File: src/rtl/serial_chunk_adder.sv
// Multi-cycle adder/subtractor reusing one CHUNK-bit slice, LS chunk first.
// Start/done handshake; result holds until the next accepted start.
module serial_chunk_adder #(
  parameter int WIDTH = 16,
  parameter int CHUNK = 4
) (
  input  logic             clk,
  input  logic             rst_n,
  input  logic             start,
  input  logic             sub,
  input  logic [WIDTH-1:0] a,
  input  logic [WIDTH-1:0] b,
  input  logic             cin,
  output logic             busy,
  output logic             done,
  output logic [WIDTH-1:0] sum,
  output logic             cout,
  output logic             ovf
);

  localparam int STEPS = WIDTH / CHUNK;
  localparam int IW = (STEPS > 1) ? $clog2(STEPS) : 1;

  if (WIDTH < 1 || CHUNK < 1 || (WIDTH % CHUNK) != 0) begin : g_cfg
    $error("serial_chunk_adder: WIDTH must be a multiple of CHUNK");
  end

  typedef enum logic [1:0] {
    IDLE,
    RUN,
    DONE
  } state_t;

  state_t           state;
  logic [IW-1:0]    idx;
  logic             carry;
  logic [WIDTH-1:0] ra;
  logic [WIDTH-1:0] rb;

  logic [CHUNK-1:0] ac;
  logic [CHUNK-1:0] bc;
  logic [CHUNK-1:0] cs;
  logic             cc;
  logic             last;

  // Operands shift down so the slice always sees the current chunk at bit 0
  assign ac = ra[CHUNK-1:0];
  assign bc = rb[CHUNK-1:0];
  assign {cc, cs} = {1'b0, ac} + {1'b0, bc}
                  + {{CHUNK{1'b0}}, carry};
  assign last = (idx == IW'(STEPS - 1));

  assign busy = (state == RUN);
  assign done = (state == DONE);

  always_ff @(posedge clk or negedge rst_n) begin
    if (!rst_n) begin
      state <= IDLE;
      idx   <= '0;
      carry <= 1'b0;
      ra    <= '0;
      rb    <= '0;
      sum   <= '0;
      cout  <= 1'b0;
      ovf   <= 1'b0;
    end else begin
      unique case (state)
        IDLE, DONE: begin
          if (start) begin
            ra    <= a;
            rb    <= sub ? ~b : b;
            carry <= sub | cin;
            idx   <= '0;
            state <= RUN;
          end else begin
            state <= IDLE;
          end
        end
        RUN: begin
          sum[idx*CHUNK +: CHUNK] <= cs;
          carry <= cc;
          idx   <= idx + 1'b1;
          ra    <= ra >> CHUNK;
          rb    <= rb >> CHUNK;
          if (last) begin
            cout  <= cc;
            // carry into the MSB is recovered from its sum bit
            ovf   <= ac[CHUNK-1] ^ bc[CHUNK-1]
                   ^ cs[CHUNK-1] ^ cc;
            state <= DONE;
          end
        end
        default: state <= IDLE;
      endcase
    end
  end

endmodule

File: config.mk
export PLATFORM = sky130hd
export DESIGN_NAME = serial_chunk_adder
export DESIGN_NICKNAME = d
export VERILOG_FILES = /design/src/rtl/serial_chunk_adder.sv
export SDC_FILE = /design/constraint.sdc
export NUM_CORES = 1
export LEC_CHECK = 0
export ABC_CLOCK_PERIOD_IN_PS = 2800
export CORE_MARGIN = 4
export CORE_UTILIZATION = 40
export DETAILED_ROUTE_END_ITERATION = 8
export GPL_TIMING_DRIVEN = 0
export PLACE_DENSITY = 0.66
export SLEW_MARGIN = 5
export SYNTH_ARGS = -nofsm -noshare
export SYNTH_HDL_FRONTEND = slang
export SYNTH_SLANG_ARGS = --single-unit
File: constraint.sdc
create_clock -name clk -period 2.8 [get_ports clk]
set_clock_uncertainty 0.2 [all_clocks]
set_input_delay 0.56 -clock clk [delete_from_list [all_inputs] [get_ports clk]]
set_output_delay 0.56 -clock clk [all_outputs]
set_load 0.1 [all_outputs]
## Word-level counts from Yosys, hierarchy flattened

Index checks and enable logic that the tools add are counted.

- Eq/ne operators: 5
- Reduce and logical (&&, ||, !) cells: 5
- Multiply operators: 0
- Magnitude comparators: 0
- Bitwise operators: 5
- Add/subtract/negate cells: 4
- Mux-type cells: 13
- Divide/modulo/power cells: 0
- Shift operators: 2

Operator list:

| operator | count |
|---|---|
| one-hot mux 16 bit (2 select lines) | 2 |
| 2-to-1 mux 16 bit | 3 |
| negation 4 -> 34 bit | 1 |
| variable shift 4 x 34 -> 16 bit (first input constant) | 1 |
| variable part select 4 x 34 -> 16 bit | 1 |
| bitwise mux 16 bit | 1 |
| NOT 16 bit | 1 |
| one-hot mux 2 bit (2 select lines) | 2 |
| adder 4 x 4 -> 5 bit | 1 |
| adder 5 x 1 -> 5 bit | 1 |
| equality test 2 bit (second input constant) | 2 |
| 2-to-1 mux 2 bit | 2 |
| AND reduction 2 bit | 2 |
| XOR 1 bit | 3 |
| adder 2 x 1 -> 2 bit (second input constant) | 1 |
| equality test 2 x 1 -> 1 bit (second input constant) | 1 |
| zero test 2 bit | 1 |
| 2-to-1 mux 1 bit | 2 |
| inequality test 2 x 1 -> 1 bit (second input constant) | 1 |
| inequality test 2 bit (second input constant) | 1 |
| one-hot mux 1 bit (2 select lines) | 1 |
| nonzero test 2 bit | 1 |
| OR reduction 2 bit | 1 |
| OR 1 bit | 1 |

- Bits in writable memories: 0
- Output and inout port bits: 20
- Memories kept: 0
- Input bits: 37
- Bits in registers: 55
- Logic and storage cells: 42
- ROM bits: 0
- Latch bits: 0

## Depth between registers and ports, before layout

Gate-level depths: netlist of run 1.

- Depth after elaboration: 4
- Gate-level depth with buffers: 6
- Gate-level depth less buffers: 6

## Worst setup path before layout of run 1

Ideal clock, no wire load.

- Path kind: register to register
- From: register carry
- To: register ovf
- Setup slack: 634 ps
- Clock period less this slack: 2166 ps
- Buffers on the path: 0
- Library setup time: 125 ps
- Data required time: 2475 ps
- Cell stages (with the launch flop): 7
- Arrival: 1841 ps
- Path through: dfrtp_1 > fa_1 > fa_1 > a21o_1 > a21oi_1 > xnor2_1 > o21ai_1

- Cells in the longest elaborated chain, start to end: 3

Ends and longest elaborated chain:

| element | line | RTL |
|---|---|---|
| start: declaration | 36 | `logic carry;` |
| start signal: assignment | 72 | `carry <= sub \| cin;` |
| adder 5 x 1 -> 5 bit (*) | 50 | `+ {{CHUNK{1'b0}}, carry};` |
| XOR 1 bit | 89 | `^ cs[CHUNK-1] ^ cc;` |
| XOR 1 bit (*) | 89 |  |
| end signal: assignment | 88 | `ovf <= ac[CHUNK-1] ^ bc[CHUNK-1]` |
| end: declaration | 18 | `output logic ovf` |

Mark *: on every way between the ends. The rest lies on a longest branch, timed or not.
A chain may end at the register's enable or synchronous reset.

## Worst setup path in the final report of run 1

- From: register sum[14]
- To: output sum[14]

RTL lines:

| element | line | RTL |
|---|---|---|
| start: declaration | 16 | `output logic [WIDTH-1:0] sum,` |
| start signal: indexed assignment | 80 | `sum[idx*CHUNK +: CHUNK] <= cs;` |

No word-level cell between the ends.

==> results of run 1 <==
[timing repair]
action                                  CTS  global route
gates resized for setup                   4             0
hold buffers                              0             0
hold endpoints to repair                  0             0
endpoints found under the setup margin    2             0
[per-layer routing]
| metal | up-vias | wire length [um] | GRT usage, % |
|---|---|---|---|
| li1 | 922 | - | - |
| met1 | 870 | 2490 | 19.8 |
| met2 | 51 | 2580 | 24.5 |
| met3 | 7 | 314 | 4.19 |
| met4 | 0 | 67 | 4.12 |
| met5 | - | 0 | 0 |
[synth_stat cells, drive strengths merged]
master	count
dfrtp	55
nand2	40
a22o	20
xnor2	18
nor2	16
a221o	12
a22oi	12
buf	12
o21ai	10
ha	9
inv	3
a21o	2
a21oi	2
and4	2
fa	2
nand2b	2
and2b	1
clkinv	1
nand3	1
nor2b	1
nor4	1
o211ai	1
xor2	1
[cell type report]
| class | count | area (um2) | area share [%] |
|---|---|---|---|
| Inverter | 4 | 20.0 | 0.597 |
| Buffer | 12 | 108 | 3.21 |
| Clock buffer | 6 | 72.6 | 2.16 |
| Tap cell | 77 | 96.3 | 2.87 |
| Clock inverter | 2 | 16.3 | 0.485 |
| Multi-Input combinational cell | 153 | 1100 | 32.8 |
| Sequential cell | 55 | 1380 | 41.0 |
| Timing Repair Buffer | 56 | 566 | 16.9 |
[cells by family after synthesis]
family	after synthesis	share of synthesized area, %
flops	55	52.9
buf+inv	16	4.90
xor+xnor	19	6.39
fa+ha+maj	11	5.86
simple gates	64	11.9
compound gates	59	18.1
[worst paths after layout]
check                           cells after the start  slack, ns      end     from
worst min-delay path                                1       0.03    rb[1]    rst_n
min in group clk                                    2       0.29    ra[6]    ra[6]
max in group asynchronous                           2       1.82    ra[2]    rst_n
worst min register to register                      2       0.29    ra[6]    ra[6]
worst max register to register                      6       0.46      ovf    ra[0]
worst max-delay path                                1       0.21  sum[14]  sum[14]
[registers in the layout (all words and copies together) (netlist names)]
| signal | flops |
|---|---|
| cout | 1 |
| carry | 1 |
| ra | 16 |
| idx | 2 |
| sum | 16 |
| state | 2 |
| rb | 16 |
| ovf | 1 |
[cells in the final DEF (no fill, tap or decap), types with 2 or more instances in the layout]
cell type        count
nand2_1             39
buf_6                4
ha_1                 9
and4_1               2
xnor2_1             18
inv_1                3
a21o_1               2
o21ai_1              2
fa_1                 2
a221o_1             12
a22oi_1             12
dfrtp_1             55
buf_2                3
nor2_1              15
o21ai_0              8
buf_4                5
clkbuf_8             5
a22o_1              20
clkdlybuf4s50_1     52
[through the flow]
stage                     TNS [ns]  setup WS [ns]  cell area (um2)  util, %
final                            0          0.206             3350     52.8
after global routing             0          0.150             3350     52.8
after CTS                        0          0.199             3350     52.8
after detailed placement  -0.00652       -0.00652             3270     51.4
after global placement      -35.81         -0.654             3250     51.2
after floorplan                  0          0.634             2600        -
[power by group through the flow]
stage	clock network, mW	registers, mW	logic (mW)
after floorplan	0	1.95	1.25
after global routing	0.491	1.39	2.67
after CTS	0.449	1.35	2.49
after detailed placement	0	1.36	2.49
after global placement	0	1.35	2.45
final	0.440	1.34	2.46
==> impl_metrics.toml, run 1 <==
[synth]
synth.yosys.warnings = 0
yosysTopAreaCellShare_pct = 52.9
synth_area_per_cell_um2 = 11.6
synth_top_area_cell = "dfrtp_1"
synth-seq-cells = 55
syn-num-nets = 272
synthDistinctLibCells = 31
synthCells = 224
netlist_top_cells_area = "dfrtp_1, a22o_1, xnor2_1"
yosysSeqAreaShare_pct = 52.9
netlist_area_um2 = 2600

[clock_network]
cts_sinks = 55
clockBufferDepth = 2
cts_tree = "built"
cts-root-buf = "clkbuf_8"
htree_levels = 2
clkLatencyLatePin_ns = 0.31
cts_setup_buffers = 0
numCtsBuffers = 5
clk_pin_slew_ns = 0.10

[drt]
final_antenna_net_count = 0
drt-wirelength-per-cell_um = 14.9
dr.pass1.iters = 4
drt-initial-drc-count = 78
vias_per_cell = 5.07
routed_wl_um = 5450
drc_errors = 0
vias = 1850

[worst_setup_path]
setup.worst_path.end_class = "output port"
arrival_ns = 1.83
cp.buffers_inverters = 1
max_stage_delay_ns = 1.14
critPathKind = "reg2out"
path_delay_family = "buffers and inverters"
critical-path-slowest-cell = "clkdlybuf4s50_1"
crit_path_start_kind = "flip-flop"
path_cells = "clkdlybuf4s50_1"
cp_max_fo = 2
required_ns = 2.04

[global_route]
grtUsageTotal_pct = 15.1
grt_max_degree = 33
antenna_found_initial = 0
grt_pass1_vias = 1823
grt_overflow = 0
grt_pass1_wl_um = 9080

[power_and_ir_drop]
p_leak_nw = 1.52
p_int_mw = 2.14
switchingPower_mw = 2.11
power_density_nw_per_um2 = 1270
peakVddDrop_uv = 793
finalPower_mw = 4.25
p_sw_share_pct = 49.7
clkPwrFrac_pct = 10.4
pwr-share-comb_pct = 58.0
p_seq_share_pct = 31.6

[floorplanning]
rows = 29
die_y_um = 88.7
die_area_um2 = 7860
ios = 57
die_x_um = 88.7
start_util_pct = 41.0
coreArea_um2 = 6350

[timing]
hold_slack_ns = 0.0295
post-route-period-util_pct = 92.6
setup_violations = 0
fmax_mhz = 385
hold_viol = 0
max_slew_margin_pct = 34.9
rsz0062_at_grt = "no"
finalCriticalPeriod_ns = 2.59
worst_pin_slew_ns = 0.973
final_max_slew_viol_count = 0

[final_layout]
drive_above_1_share_pct = 10.1
layout.nets = 335
diodes = 0
fill_cells = 555
instances_no_fill = 365
syn2layout_area_growth_pct = 28.8

[worst_hold_path]
min_path_type = "in2async"

[flow_run]
cap_violations = 0

[placement]
dp_cells = 357
dp_hpwl_um = 4150
portBuffers = 55
gp_congestion = 0.797

[outcome]
outcome = "finished, final reports clean"
Power figures use the tool's default switching activity.
==> run 2: changes to the inputs <==
--- a/config.mk
+++ b/config.mk
@@ -6,7 +6,6 @@
 export NUM_CORES = 1
 export LEC_CHECK = 0
 export ABC_CLOCK_PERIOD_IN_PS = 2800
-export CORE_MARGIN = 4
 export CORE_UTILIZATION = 40
 export DETAILED_ROUTE_END_ITERATION = 8
 export GPL_TIMING_DRIVEN = 0
==> run 2 against run 1 <==
  * Wire length shrank 3.0%
  * Final area grew 0.30%
  * Total power grew 0.59%
  * Combinational power is essentially flat
  * Maximum frequency shrank 0.40%
  * Via count grew 2.1%
  * Utilization grew 0.46 points
  * Final cell count is the same
  * Clock-buffer cell count is the same
  * Register-to-register slack gained 0.02 ns
  * Non-clock buffer count is the same
  * Critical path type unchanged
  * Largest power group unchanged
==> impl_metrics.toml, run 2 (synthesis results as in run 1) <==
[global_route]
grt_pass1_wl_um = 9040
grt_overflow = 0
grt_max_degree = 33
antenna_found_initial = 0
grtUsageTotal_pct = 17.8
grt_pass1_vias = 1950

[timing]
hold_slack_ns = 0.0259
post-route-period-util_pct = 93.0
final_max_slew_viol_count = 0
layout_setup_ws_ns = 0.196
rsz0062_at_grt = "no"
finalCriticalPeriod_ns = 2.60
fmax_mhz = 384
setup_violations = 0
max_slew_margin_pct = 35.0
hold_viol = 0
worst_pin_slew_ns = 0.972

[worst_setup_path]
setup.worst_path.end_class = "output port"
required_ns = 2.04
r2r-end = "ovf"
crit_start = "sum[14]"
crit_path_start_kind = "flip-flop"
cp.buffers_inverters = 1
reg2reg_depth = 6
arrival_ns = 1.84
path_cells = "clkdlybuf4s50_1"
cp_num_cells = 1
path_delay_family = "buffers and inverters"
cp_max_fo = 2
endpoint = "sum[14]"
critical-path-slowest-cell = "clkdlybuf4s50_1"
critPathKind = "reg2out"
crit-reg2reg-launch = "carry"
max_stage_delay_ns = 1.15
r2r_slack_ns = 0.48

[outcome]
outcome = "finished, final reports clean"

[clock_network]
cts-root-buf = "clkbuf_8"
clkLatencyLatePin_ns = 0.31
numCtsBuffers = 5
htree_levels = 2
cts_sinks = 55
clockBufferDepth = 2
cts_tree = "built"
cts_setup_buffers = 0
clk_pin_slew_ns = 0.10

[final_layout]
layout.nets = 335
seq_area_um2 = 1380
reg.largest.list = "ra x16, rb x16, sum x16"
fill_cells = 588
diodes = 0
layout_commonest_cell = "dfrtp_1"
syn2layout_area_growth_pct = 29.2
drive_above_1_share_pct = 10.4
multi_input_area_um2 = 1100
final_cell_mix = "dfrtp_1, clkdlybuf4s50_1, nand2_1"

[drt]
final_antenna_net_count = 0
drt-wirelength-per-cell_um = 14.5
dr.pass1.iters = 4
vias = 1888
routed_wl_um = 5290
drt-initial-drc-count = 98
vias_per_cell = 5.17
drc_errors = 0

[flow_run]
cap_violations = 0

[floorplanning]
die_x_um = 82.7
start_util_pct = 41.2
die_area_um2 = 6840
die_y_um = 82.7
ios = 57
coreArea_um2 = 6310
rows = 29

[power_and_ir_drop]
p_leak_nw = 1.53
power_density_nw_per_um2 = 1270
finalPower_mw = 4.27
peakVddDrop_uv = 932

[worst_hold_path]
min_path_type = "in2async"

[placement]
portBuffers = 55
dp_hpwl_um = 4000
pre_cts_slack_ns = -0.0137
gp_congestion = 0.768
run 2: changes by cell type in the layout (fill, tap and decap cells not counted), sizes merged:
cell,change
clkinv,+1
inv,-1
run 2: final cells by class:
type | count | share of cell area [%]
clock inverter | 2 | 0.483
clock buffer | 6 | 2.45
sequential | 55 | 40.9
inverter | 4 | 0.595
tap | 77 | 2.86
timing repair buffer | 56 | 16.8
buffer | 12 | 3.20
multi-input combinational | 153 | 32.7
run 2: metrics by stage:
stage               cells  utilization [%]  setup TNS, ns  area, um2
floorplan             224                -              0       2600
global placement      356             51.5         -36.75       3250
detailed placement    357             51.7        -0.0137       3270
CTS                   365             53.3              0       3360
global route          365             53.3              0       3360
finish                365             53.3              0       3360
run 2: worst min-delay path by stage:
stage | slack (ns) | cells past startpoint | start | endpoint
after detailed placement | 0.26 | 2 | ra[11] | ra[11]
after floorplan | 0.06 | 0 | rst_n | carry
after global routing | 0.06 | 1 | rst_n | sum[1]
after CTS | 0.04 | 1 | rst_n | rb[5]
after global placement | 0.26 | 2 | ra[6] | ra[6]
final | 0.03 | 1 | rst_n | rb[9]
run 2: per-layer routing:
| layer | vias to the layer above | GRT usage, % | routed length [um] |
|---|---|---|---|
| met3 | 7 | 3.63 | 217 |
| met1 | 907 | 22.3 | 2480 |
| met5 | - | 0 | 0 |
| li1 | 922 | - | - |
| met2 | 52 | 30.9 | 2530 |
| met4 | 0 | 5.17 | 61 |
run 2: where the power goes:
group / total, mW / leakage, nW / internal, mW / switching (mW)
Combinational: 2.46 / 0.765 / 0.837 / 1.62
Clock: 0.465 / 0.0474 / 0.202 / 0.262
Sequential: 1.35 / 0.716 / 1.12 / 0.230
Total: 4.27 / 1.53 / 2.16 / 2.11
run 2: repair_timing:
action | in CTS | in global routing
endpoints found under the setup margin | 2 | 0
resized for setup | 4 | 0
hold buffers | 0 | 0
==> RTL edit 1, RTL diff (config.mk and constraints of run 1) <==
Make the reset (`rst_n`) synchronous in one clocked block.
--- a/src/rtl/serial_chunk_adder.sv
+++ b/src/rtl/serial_chunk_adder.sv
@@ -53,7 +53,7 @@
   assign busy = (state == RUN);
   assign done = (state == DONE);
 
-  always_ff @(posedge clk or negedge rst_n) begin
+  always_ff @(posedge clk) begin
     if (!rst_n) begin
       state <= IDLE;
       idx   <= '0;
Check against the original RTL: differs if rst_n is asserted again (counterexample within 4 cycles, from zero or initial values and one cycle with rst_n low); with rst_n held inactive, the same outputs for 10 cycles.
==> RTL edit 1 against run 1 <==
  * Final cell count is 10% higher
  * First-iteration DRC count is 47% higher
  * Core utilization is 0.97 points higher
  * Worst setup slack worse by 0.043 ns
  * Routed wire length is 4.5% higher
  * Count of clock-buffer cells in the layout stayed put
  * Maximum frequency is 1.6% lower
  * Sequential share of layout area is 6.9 points lower
  * Sequential cell count stayed put
  * Final area is 3.9% lower
  * Area after synthesis is 4.4% lower
Power is not compared: it rests on default switching activity, and its combinational part moved more than twofold at a synthesized area within 25%.
==> RTL edit 1: results (changes against run 1) <==
STA
  • Worst slew pin tran: 0.973 ns (-0.000216 ns)

Place
  • Post-DP Area: 0.00313 mm^2 (-4.0%)
  • RePlAce Congestion: 0.806 (+1.1%)
  • Detailed-placement wirelength estimate: 4200 um (+1.3%)

Finish
  • Post-route insts no fill: 403 (+10%)
  • Area Growth Syn to Fin: 29.4%
  • FILL cells: 570 (+2.7%)
  • Nets: 376 (+12%)
  • Share of cells above drive strength 1: 0.0793 (-0.0214)

Global routing
  • Largest net degree at the start of global routing: 16 (-52%)
  • All-Layer GR Usage: 0.158 (+0.00767)
  • Vias in the first global route: 2077 (+14%)

Synthesis
  • Top cell type's share of synthesized area: 0.442 (-0.0864)
  • Cells after synthesis: 266 (+19%)
  • Post-synth top cells: dfxtp_1 (55), a22oi_1 (45), nor2_1 (32), nand2_1 (31), a21oi_1 (28)
  • Ranking of synthesized cells by area: dfxtp_1 (44%), a22oi_1 (14%), xor2_1 (6.3%)
  • Syn Nets: 314 (+15%)
  • Post-synth ARST share: 0 (-1.00)
  • Primary FF master, synth: dfxtp_1
  • Seq/Total Area, Yosys: 0.442 (-0.0864)

Routing
  • Avg Vias per Cell: 5.26 (+3.7%)
  • WL/cell: 14.1 um (-5.4%)

Worst setup path
  • Slowest cell on crit path: clkdlybuf4s15_2
  • Crit path DAT: 1.88 ns (+0.05 ns)
  • Critical Path Max Stage Delay: 0.59 ns (-0.55 ns)
  • Max Fanout on Critical Path: 10 (+8)

Hold path
  • HP Class: flop to flop

Run status
  • Status: finished clean

Clock network
  • Cells resized by post-CTS repair: 3 (-1)
[RTL edit 1: changes by cell type in the layout (fill, tap and decap cells not counted), moves of 3 or more]
cell,run 1,this run
dfrtp_1,55,0
dfxtp_1,0,55
a22oi_1,12,45
a21oi_1,1,28
a22o_1,20,0
xnor2_1,18,0
nor2_1,15,32
xor2_1,1,18
a221o_1,12,0
nand2_1,39,31
o21ai_0,8,1
clkbuf_1,1,7
a32oi_1,0,3
[RTL edit 1: where the power goes]
group | internal (uW) | total, uW | switching [uW] | leakage [uW]
sequential | 823 | 848 | 25.8 | 0.000449
combinational | 142 | 334 | 192 | 0.000727
clock | 195 | 440 | 245 | 0.0000470
total | 1160 | 1620 | 463 | 0.00122
[RTL edit 1: cell families after synthesis]
kind of cell               Yosys count  synth area share
DFF                                 55             0.442
buffers and inverters               22            0.0538
and+or+nand+nor                     76             0.150
adders and majority gates           11            0.0613
xor gates and xnor gates            18            0.0633
AOI/OAI and AO/OA                   84             0.229
[RTL edit 1: path summary, 6_finish.rpt]
path,start,slack [ns],end,cells after the start
min reg2reg,ra[8],0.26,ra[8],2
min,ra[8],0.26,ra[8],2
max reg2reg,carry,0.48,ovf,6
max,state[1],0.16,busy,5
[RTL edit 1: per-stage QoR]
step / TNS [ns] / setup WS [ns] / utilization
global route: 0 / 0.0637 / 0.538
finish: 0 / 0.163 / 0.538
detailed placement: -0.0892 / -0.0892 / 0.523
global placement: -0.0889 / -0.0889 / 0.523
CTS: 0 / 0.139 / 0.538
floorplan: 0 / 0.389 / -
[RTL edit 1: cell type report]
cell class,instances,share of cell area
well taps,75,0.0291
clock inverters,1,0.00155
multi-input cells,189,0.389
flip-flops and latches,55,0.342
inverters,4,0.00621
repair buffers,55,0.171
clock buffers,6,0.0256
plain buffers,18,0.0353
[RTL edit 1: worst reg2reg max path, delay by kind of cell, from the launching register on]
kind | cells | cell delay, ns
fa+ha+maj | 2 | 0.90
compound gates | 3 | 0.69
xor+xnor | 1 | 0.11
flops | 1 | 0.34
[RTL edit 1: routing by layer]
layer  part of all wire  up-vias  GRT usage
met1               0.47      983      0.211
met2               0.46       63      0.261
met4             0.0076        0     0.0397
li1                   -     1066          -
met3              0.060        7     0.0341
met5                  0        -          0
==> RTL edit 2, RTL diff (flow settings as in run 1) <==
Made on the original files. Change the parameter `WIDTH` from 16 to 32.
--- a/src/rtl/serial_chunk_adder.sv
+++ b/src/rtl/serial_chunk_adder.sv
@@ -1,7 +1,7 @@
 // Multi-cycle adder/subtractor reusing one CHUNK-bit slice, LS chunk first.
 // Start/done handshake; result holds until the next accepted start.
 module serial_chunk_adder #(
-  parameter int WIDTH = 16,
+  parameter int WIDTH = 32,
   parameter int CHUNK = 4
 ) (
   input  logic             clk,
Ports: changed (resized a, b and sum); port bits go from 57 to 105. The function was not compared with the original's and may differ.
==> RTL edit 2 against run 1 <==
  * Routed wire length up 100%
  * Register-to-register slack worse by 0.20 ns
  * Area after synthesis up 83%
  * Sequential power up 92%
  * Sequential cell count up 49
  * Total power up 93%
  * Clock power rose to 2.9 times the old value
  * Worst setup slack worse by 0.080 ns
  * Final area up 88%
==> RTL edit 2: results (changes against run 1) <==
Worst setup path
  • Reg-to-Reg End: sum[22]
  • Crit path DAT: 1.91 ns (+0.08 ns)
  • Crit path launch: state[1]
  • Worst r2r path cells: 5 (-1)
  • Reg2Reg Setup Slack: 0.26 ns (-0.20 ns)
  • Max Fanout on Critical Path: 19 (+17)
  • Critical Path Max Stage Delay: 0.38 ns (-0.76 ns)
  • Slowest cell on crit path: buf_2
  • Crit path to: busy

Routing
  • Via count: 3644 (+97%)
  • WL/cell: 15.7 um (+5.1%)
  • Avg Vias per Cell: 5.24 (+3.4%)
  • Met3 wire len: 561 um (+79%)
  • Metal-1 WL: 4960 um (+99%)
  • First DRT Iteration DRCs: 199 (+160%)
  • Metal2 WL: 5200 um (+100%)

STA
  • Period utilization: 0.955 (+0.0287)
  • Worst slew pin tran: 1.00 ns (+0.0311 ns)
  • Hold Slack: 0.278 ns (+0.249 ns)

Synthesis
  • Syn Nets: 513 (+89%)
  • Ranking of synthesized cells by area: dfrtp_1 (55%), nand2_1 (6.3%), xnor2_1 (6.3%)
  • Adder-cell area share of the yosys netlist: 0.0347 (-0.0239)
  • Synthesized area per cell: 11.0 um^2 (-5.2%)
  • Seq/Total Area, Yosys: 0.547 (+0.0183)
  • Synth Area in XOR/XNOR: 0.0644 (+0.000511)
  • Unique cell type count in the Yosys netlist: 36 (+16%)
  • Mux contribution to synthesized area: 0.0510 (+0.0510)
  • Post-synth top cells: dfrtp_1 (104), nand2_1 (80), nor2_1 (34), xnor2_1 (34)
  • Synth Area in Compound Gates: 0.146 (-0.0352)

Place
  • Detailed-placement wirelength estimate: 8270 um (+99%)
  • Post-DP Area: 0.00599 mm^2 (+84%)
  • Pre-CTS setup slack: -0.842 ns (-0.836 ns)
  • Port bufs: 103 (+87%)
  • RePlAce Congestion: 0.809 (+1.5%)

Global routing
  • Met1 track demand over resource: 0.222 (+0.0234)
  • Global-route met2 utilization: 0.273 (+0.0277)
  • All-Layer GR Usage: 0.167 (+0.0160)
  • Vias in the first global route: 3731 (+100%)
  • First-pass GRT wire length: 18300 um (+100%)
  • Largest net degree at the start of global routing: 71 (+120%)
  • Met3 Use GR: 0.0401 (-0.00180)

Clock network
  • Clk_lat worst skew: 0.33 ns (+0.02 ns)
  • CTS Hold Bufs: 1 (+1)
  • Clock Tree Root: clkbuf_16
  • Reg clk slew, reported paths: 0.07 ns (-0.03 ns)
  • Cells resized by post-CTS repair: 8 (+4)
  • H-tree lvl count: 3 (+1)
  • Number of CTS-inserted buffers: 9 (+4)

Power
  • Power Combinational: 4360 uW (+77%)
  • NetSw: 3910 uW (+85%)
  • Maximum VDD drop: 0.482 mV (-39%)
  • Clk. pwr: 1290 uW (+190%)
  • Lkg Pwr: 0.00282 uW (+85%)

Finish
  • FILL cells: 1041 (+88%)
  • Top flop regs: ra x32, rb x32, sum x32
  • Nets: 628 (+87%)

Hold path
  • HP Class: flop to flop

Run status
  • Status: finished clean
-- RTL edit 2: cell count changes in the layout (fill, tap and decap cells not counted), moves of 18 or more --
| cell | change |
|---|---|
| clkdlybuf4s50_1 | +48 |
| nor2_1 | +19 |
| nand2_1 | +41 |
| mux2_2 | +18 |
| dfrtp_1 | +49 |
-- RTL edit 2: layout make-up --
| type | count | area (um^2) | share of cell area |
|---|---|---|---|
| sequential | 104 | 2600 | 0.412 |
| inverter | 6 | 22.5 | 0.00357 |
| timing repair buffer | 105 | 1060 | 0.168 |
| clock buffer | 11 | 253 | 0.0400 |
| buffer | 29 | 135 | 0.0214 |
| clock inverter | 5 | 62.6 | 0.00991 |
| multi-input combinational | 292 | 2000 | 0.316 |
| tap | 143 | 179 | 0.0283 |
-- RTL edit 2: logic make-up after synthesis --
group / Yosys count
buffers and inverters: 36
and+or+nand+nor: 136
muxes: 21
adders and majority gates: 12
xor gates and xnor gates: 35
AOI/OAI and AO/OA: 88
DFF: 104
